`src/rtl/q_mul_core_n.sv`:
```
// Multi-lane quantised multiplier: C = sat(round((A*B*SCALE) >>> SHIFT)) with valid/ready.
// Operands are registered on accept, then multiply, scale and round/saturate stages follow.
module q_mul_core_n #(
    parameter int DATA_W  = 8,
    parameter int LANES   = 4,
    parameter int SCALE_W = 16,
    parameter int SHIFT_W = 5
) (
    input  logic                      CLK,
    input  logic                      RESET,
    input  logic                      IN_VALID,
    output logic                      IN_READY,
    input  logic [LANES*DATA_W-1:0]   A_IN,
    input  logic [LANES*DATA_W-1:0]   B_IN,
    input  logic [SCALE_W-1:0]        SCALE_IN,
    input  logic [SHIFT_W-1:0]        SHIFT_IN,
    input  logic                      MODE_IN,
    output logic                      OUT_VALID,
    input  logic                      OUT_READY,
    output logic [LANES*DATA_W-1:0]   C_OUT,
    output logic [LANES-1:0]          SAT_OUT
);

    localparam int P1_W  = 2 * DATA_W;
    localparam int P2_W  = P1_W + SCALE_W;
    localparam int SUM_W = P2_W + 1;

    localparam logic signed [SUM_W-1:0] MAX_R = SUM_W'((2 ** (DATA_W - 1)) - 1);
    localparam logic signed [SUM_W-1:0] MIN_R = -SUM_W'(2 ** (DATA_W - 1));
    localparam logic [DATA_W-1:0]       C_MAX = {1'b0, {(DATA_W - 1){1'b1}}};
    localparam logic [DATA_W-1:0]       C_MIN = {1'b1, {(DATA_W - 1){1'b0}}};

    logic adv;

    logic                     v0;
    logic [LANES*DATA_W-1:0]  a0;
    logic [LANES*DATA_W-1:0]  b0;
    logic [SCALE_W-1:0]       scale0;
    logic [SHIFT_W-1:0]       shift0;
    logic                     mode0;

    logic                     v1;
    logic signed [P1_W-1:0]   p1 [LANES];
    logic [SCALE_W-1:0]       scale1;
    logic [SHIFT_W-1:0]       shift1;
    logic                     mode1;

    logic                     v2;
    logic signed [P2_W-1:0]   p2 [LANES];
    logic [SHIFT_W-1:0]       shift2;
    logic                     mode2;

    logic signed [P1_W-1:0]   p1_next [LANES];
    logic signed [P2_W-1:0]   p2_next [LANES];
    logic [LANES*DATA_W-1:0]  c_next;
    logic [LANES-1:0]         sat_next;
    logic [SUM_W-1:0]         rnd;
    logic signed [SUM_W-1:0]  sum;
    logic signed [SUM_W-1:0]  rounded;

    function automatic logic signed [P1_W-1:0] sext_op(input logic [DATA_W-1:0] x);
        return {{DATA_W{x[DATA_W-1]}}, x};
    endfunction

    // The whole pipeline moves as one: any stall at the output freezes every stage.
    assign adv      = !OUT_VALID || OUT_READY;
    assign IN_READY = adv;

    always_comb begin
        for (int i = 0; i < LANES; i++) begin
            p1_next[i] = sext_op(a0[i*DATA_W +: DATA_W]) * sext_op(b0[i*DATA_W +: DATA_W]);
            p2_next[i] = {{SCALE_W{p1[i][P1_W-1]}}, p1[i]}
                       * $signed({{P1_W{scale1[SCALE_W-1]}}, scale1});
        end
    end

    // Rounding adds half an LSB of the shifted result; the sum is one bit wider than P2.
    always_comb begin
        rnd      = '0;
        sum      = '0;
        rounded  = '0;
        c_next   = '0;
        sat_next = '0;
        if (shift2 != '0) begin
            rnd = SUM_W'(1) << (shift2 - SHIFT_W'(1));
        end
        for (int i = 0; i < LANES; i++) begin
            sum     = {p2[i][P2_W-1], p2[i]} + rnd;
            rounded = sum >>> shift2;
            if (mode2) begin
                c_next[i*DATA_W +: DATA_W] = DATA_W'(p2[i] >>> shift2);
            end else if (rounded > MAX_R) begin
                c_next[i*DATA_W +: DATA_W] = C_MAX;
                sat_next[i]                = 1'b1;
            end else if (rounded < MIN_R) begin
                c_next[i*DATA_W +: DATA_W] = C_MIN;
                sat_next[i]                = 1'b1;
            end else begin
                c_next[i*DATA_W +: DATA_W] = rounded[DATA_W-1:0];
            end
        end
    end

    always_ff @(posedge CLK) begin
        if (RESET) begin
            v0        <= 1'b0;
            v1        <= 1'b0;
            v2        <= 1'b0;
            OUT_VALID <= 1'b0;
            C_OUT     <= '0;
            SAT_OUT   <= '0;
        end else if (adv) begin
            v0        <= IN_VALID;
            v1        <= v0;
            v2        <= v1;
            OUT_VALID <= v2;
            C_OUT     <= c_next;
            SAT_OUT   <= sat_next;
        end
    end

    // Datapath registers need no reset; the valid bits decide what is meaningful.
    always_ff @(posedge CLK) begin
        if (adv) begin
            a0     <= A_IN;
            b0     <= B_IN;
            scale0 <= SCALE_IN;
            shift0 <= SHIFT_IN;
            mode0  <= MODE_IN;
            p1     <= p1_next;
            scale1 <= scale0;
            shift1 <= shift0;
            mode1  <= mode0;
            p2     <= p2_next;
            shift2 <= shift1;
            mode2  <= mode1;
        end
    end

endmodule

```
`config.mk`:
```
export PLATFORM = sky130hd
export DESIGN_NAME = q_mul_core_n
export DESIGN_NICKNAME = d
export VERILOG_FILES = /design/src/rtl/q_mul_core_n.sv
export SDC_FILE = /design/constraint.sdc
export NUM_CORES = 2
export LEC_CHECK = 0
export ABC_AREA = 1
export BUFFER_PORTS_ARGS = -buffer_cell sky130_fd_sc_hd__buf_2
export CAP_MARGIN = 10
export CORE_ASPECT_RATIO = 0.7
export CORE_UTILIZATION = 60
export DETAILED_ROUTE_END_ITERATION = 16
export PLACE_DENSITY = 0.76
export RECOVER_POWER = 25
export SETUP_SLACK_MARGIN = 0.05
export SLEW_MARGIN = 10
export SYNTH_ARGS = -nofsm -noshare
export SYNTH_HDL_FRONTEND = slang
export SYNTH_SLANG_ARGS = --single-unit
```
`constraint.sdc`:
```
create_clock -name CLK -period 7.45 [get_ports CLK]
set_input_delay 0.3725 -clock CLK [delete_from_list [all_inputs] [get_ports CLK]]
set_output_delay 0.3725 -clock CLK [all_outputs]
set_load 0.02 [all_outputs]
```
## Word level (Yosys, flattened, before mapping)

Index checks and enable logic that the tools add are counted.
Widths: inputs -> output; s select.

| word-level totals | value |
|---|---|
| flip-flop bits (word level) | 346 |
| input bits | 90 |
| output and inout bits | 38 |

| operators by class | value |
|---|---|
| add/sub/neg operators | 5 |
| multiply operators | 8 |
| magnitude comparators | 8 |
| shifts and indexed selects | 9 |
| mux-type cells | 25 |
| reduce and logical (&&, ||, !) cells | 3 |

Operators with widths:

| kind | number |
|---|---|
| $add 33x33->33 | 4 |
| $gt 33x8->1 const B | 4 |
| $lt 33x8->1 const B | 4 |
| $sshr 33x5->33 | 4 |
| $mul 16x16->32 | 4 |
| $sshr 32x5->8 | 4 |
| $mux 8 | 12 |
| $mul 8x8->16 | 4 |
| $mux 33 | 1 |
| $shl 1x5->33 const A | 1 |
| $mux 1 | 12 |
| $reduce_bool 5->1 | 1 |
| $sub 5x1->5 const B | 1 |
| $logic_not 1->1 | 1 |
| $logic_or 1x1->1 | 1 |

## Longest topological paths before layout

| logic depth | value |
|---|---|
| depth after elaboration | 9 |
| mapped depth | 40 |
| mapped depth without buffers | 38 |

## Least setup slack after synthesis

No wires, ideal clock.

| timing path | value |
|---|---|
| path kind | register to register |
| start | register scale1[1] |
| end | register p2[62] (netlist bit), data pin |
| library setup time | 260 ps |
| arrival | 6,214 ps |
| data required time | 7,190 ps |
| setup slack | 975 ps |
| cell stages (with the launch flop) | 32 |
| clock period less this slack | 6,475 ps |
| cell sequence | edfxtp_1 > clkbuf_1 > clkbuf_1 > nand2_1 > fa_1 > inv_1 > fa_1 > inv_1 > fa_1 > fa_1 > inv_1 > fa_1 > inv_1 > fa_1 > inv_1 > ha_1 > nand2_1 > inv_1 > a21oi_1 > inv_1 > nand2_1 > nand2_1 > inv_1 > o21bai_1 > a31oi_1 > o21ai_0 > a31oi_1 > o21ai_0 > a21oi_1 > nor2_1 > nor2_1 > xor2_1 |

RTL lines:

| element | RTL line | RTL |
|---|---|---|
| from (decl) | 44 | `logic [SCALE_W-1:0] scale1;` |
| from (signal assigned) | 131 | `scale1 <= scale0;` |
| to (signal assigned) | 134 | `p2 <= p2_next;` |
| to (decl) | 49 | `logic signed [P2_W-1:0] p2 [LANES];` |

==> impl_results.md <==
- Clk root buf: clkbuf_16
- Multi-input gate area: 61,400 um2
- Max-capacitance violation count: 1
- CP Max Fanout: 45
- DRT Wirelength: 279 mm
- XOR/XNOR Fraction of Synth Area: 0.0270
- IO Pins: 128
- Core Rows: 113
- Die ar.: 139,000 um2
- Reg-to-reg critical path startpoint: scale1[1]
- Final hold vios: 0
- Synth area leaders: fa_1 31%, nand2_1 14%, inv_1 11%
- Core area: 136,000 um2
- Status: finished with violations
- Clock Pin Slew Worst Setup and Hold Paths: 0.06 ns
- # port buffers: 127
- H-tree Lvls: 2
- Mean cell area of the mapped netlist: 7.19 um2
- Synthesized area: 82,600 um2
- Share of layout cells above drive strength 1: 0.0456
- Hpwl dp: 226 mm
- Global Route Usage Sum: 0.409
- Minimum clock period: 6.98 ns
- RSZ-0062 raised after global routing: no
- Crit-path leading delay family: adder cells
- Number of synthesized flops with an enable pin: 306
- Failing checks: max-capacitance violations, max-slew violations
- Vias: 76,579
- FF-to-FF End: p2[94]
- Slew Viols, Final: 64
- CP max-delay cell: fa_1
- # DRC: 0
- Final setup viols: 0
- Critical path endpoint category: register
- Clk sinks: 346
- Rel. slew slack: -0.965
- Initial antenna violation count: 9
- Initial Util: 0.607
- Most used cell, CP: inv_1
- Critical Path Start: scale1[1]
- Clock skew: 0.0733 ns
- Post-Synth Simple-Gate Area: 0.256
- DR WL/cell: 21.0 um
- Synth unique cells: 62
- Synthesis-to-finish area growth: 6.10%
- Largest family of logic cells by synthesized area: adder cells
- First-pass GRT wire length: 439 mm
- Multiplexer share of the synthesized area: 0.00157
- CP Data Required Time: 7.87 ns
- Setup_tns: 0 ns
- Stages on worst setup path: 30
- Post-synthesis sequential area ratio: 0.121
- Crit path launch type: register
- Worst setup margin: 0.474 ns
- R2R depth: 30
- GRT overflow: 0
- Drt first pass iters: 10
- Routed vias/inst: 5.75
- Worst Path Buf+Inv: 9
- R2R Setup Slk: 0.47 ns
- Critical Path End: p2[94]
- Final Cycle Share: 0.936
- Clk buf depth: 3
- Fmax: 143 MHz
- Fill cells: 11,916
- Worst hold margin: 0.233 ns
- CTS tree: built
- Crit path DAT: 7.39 ns
- Leading register cell type out of synthesis: edfxtp_1
- Worst stage delay on the critical path: 0.55 ns
- Worst Path Class, Setup: register to register
- Synth area leader: fa_1
- Largest net degree at the start of global routing: 139
- #FFs+latches synth: 346
- First DRT Iteration DRCs: 9,464
- FFs w/ async S/R, synth: 0
- GPL Wtd Cong: 1.08
- DRT antenna net count: 0
- Compound-Gate Fraction of Synth Area: 0.0705
- Final Net Count: 13,320
- Die Y: 313 um
- Num CTS Buffers: 45
- Ys Warns: 0
- Vias in the first global route: 76,711
- FF/Latch Area: 9990 um2
- Share of the synthesized area in the top cell type: 0.307
- Syn Inst Count: 11,492
- Die Wd: 446 um
- Slew @ Worst Pin: 2.95 ns
- Pre-CTS WS: 0.360 ns
- Worst hold path class: input pin to register
- Worst skew pair latency: 0.71 ns
- Synth Area in Adders: 0.388
==> layout by cell type (no fill, tap or decap), drive strengths merged, types with 55 or more instances in the layout <==
cell type / count
a21oi: 400
buf: 263
clkbuf: 94
dlygate4sd3: 87
edfxtp: 306
fa: 1268
ha: 532
inv: 2488
nand2: 3187
nand3: 1158
nand4: 55
nor2: 469
o21ai: 451
or2: 93
xnor2: 98
xor2: 157
==> worst min path at each step <==
stage,start,slack [ns],cells after the start,endpoint
final,RESET,0.23,2,OUT_VALID
after global routing,RESET,0.24,2,OUT_VALID
after CTS,RESET,0.18,2,OUT_VALID
after detailed placement,shift1[0],0.41,0,shift2[0]
after global placement,scale0[10],0.40,0,scale1[10]
after floorplan,mode0,0.40,0,mode1
==> final cells by class <==
| class | instances | area share |
|---|---|---|
| Multi-Input combinational cell | 8161 | 0.700 |
| Sequential cell | 346 | 0.114 |
| Inverter | 2485 | 0.107 |
| Timing Repair Buffer | 391 | 0.0347 |
| Tap cell | 1840 | 0.0263 |
| Clock buffer | 53 | 0.0138 |
| Clock inverter | 30 | 0.00421 |
| Antenna cell | 3 | 0.0000856 |
==> per-layer routing <==
layer	wire length [um]	up-vias	track usage
met2	114000	4330	0.585
met4	10100	18	0.133
met3	37300	612	0.128
li1	-	35021	-
met5	106	-	0
met1	118000	36598	0.587
==> sequential cells by signal, indices dropped and copies added (netlist names) <==
signal	flops
p2	128
p1	64
C_OUT	32
a0	32
b0	32
scale0	16
scale1	16
shift0	5
shift1	5
shift2	5
SAT_OUT	4
OUT_VALID	1
mode0	1
mode1	1
mode2	1
v0	1
v1	1
v2	1
==> cells by family (layout without fill, tap and decap cells) <==
family | after synthesis | in the layout
AOI/OAI and AO/OA | 1060 | 1060
xor gates and xnor gates | 255 | 255
adders and majority gates | 1800 | 1800
buffers and inverters | 2988 | 2959
DFF | 346 | 346
muxes | 13 | 13
other | 1 | 7
and+or+nand+nor | 5029 | 5029
==> synthesized netlist by cell type, types with 19 or more instances <==
library cell	instances
nand2_1	3153
inv_1	2463
fa_1	1268
nand3_1	1147
ha_1	532
nor2_1	454
o21ai_0	447
a21oi_1	400
clkbuf_1	348
edfxtp_1	306
xor2_1	157
buf_1	110
xnor2_1	98
or2_2	91
nand4_1	53
a31oi_1	43
dfxtp_1	40
buf_2	39
o211ai_1	36
nand2_2	30
o21bai_1	29
nor3_1	27
o221ai_1	20
o21a_1	19
==> per-stage QoR <==
step	std cells	utilization	area (um2)
after CTS	13299	0.644	87700
after detailed placement	13129	0.626	85200
final	13309	0.644	87700
after global routing	13306	0.644	87700
after floorplan	11495	-	82700
after global placement	13129	0.626	85200
==> timing repair <==
| action | in CTS | in global routing |
|---|---|---|
| endpoints found under the setup margin | 0 | 7 |
| resized for setup | 0 | 8 |
| buffers inserted | 0 | 7 |
| hold buffers | 87 | 0 |
| hold endpoints to repair | 87 | 0 |
Power is left out: the tool's default activity adds up to more than one toggle a clock period on the data nets, which glitch-free logic cannot reach.
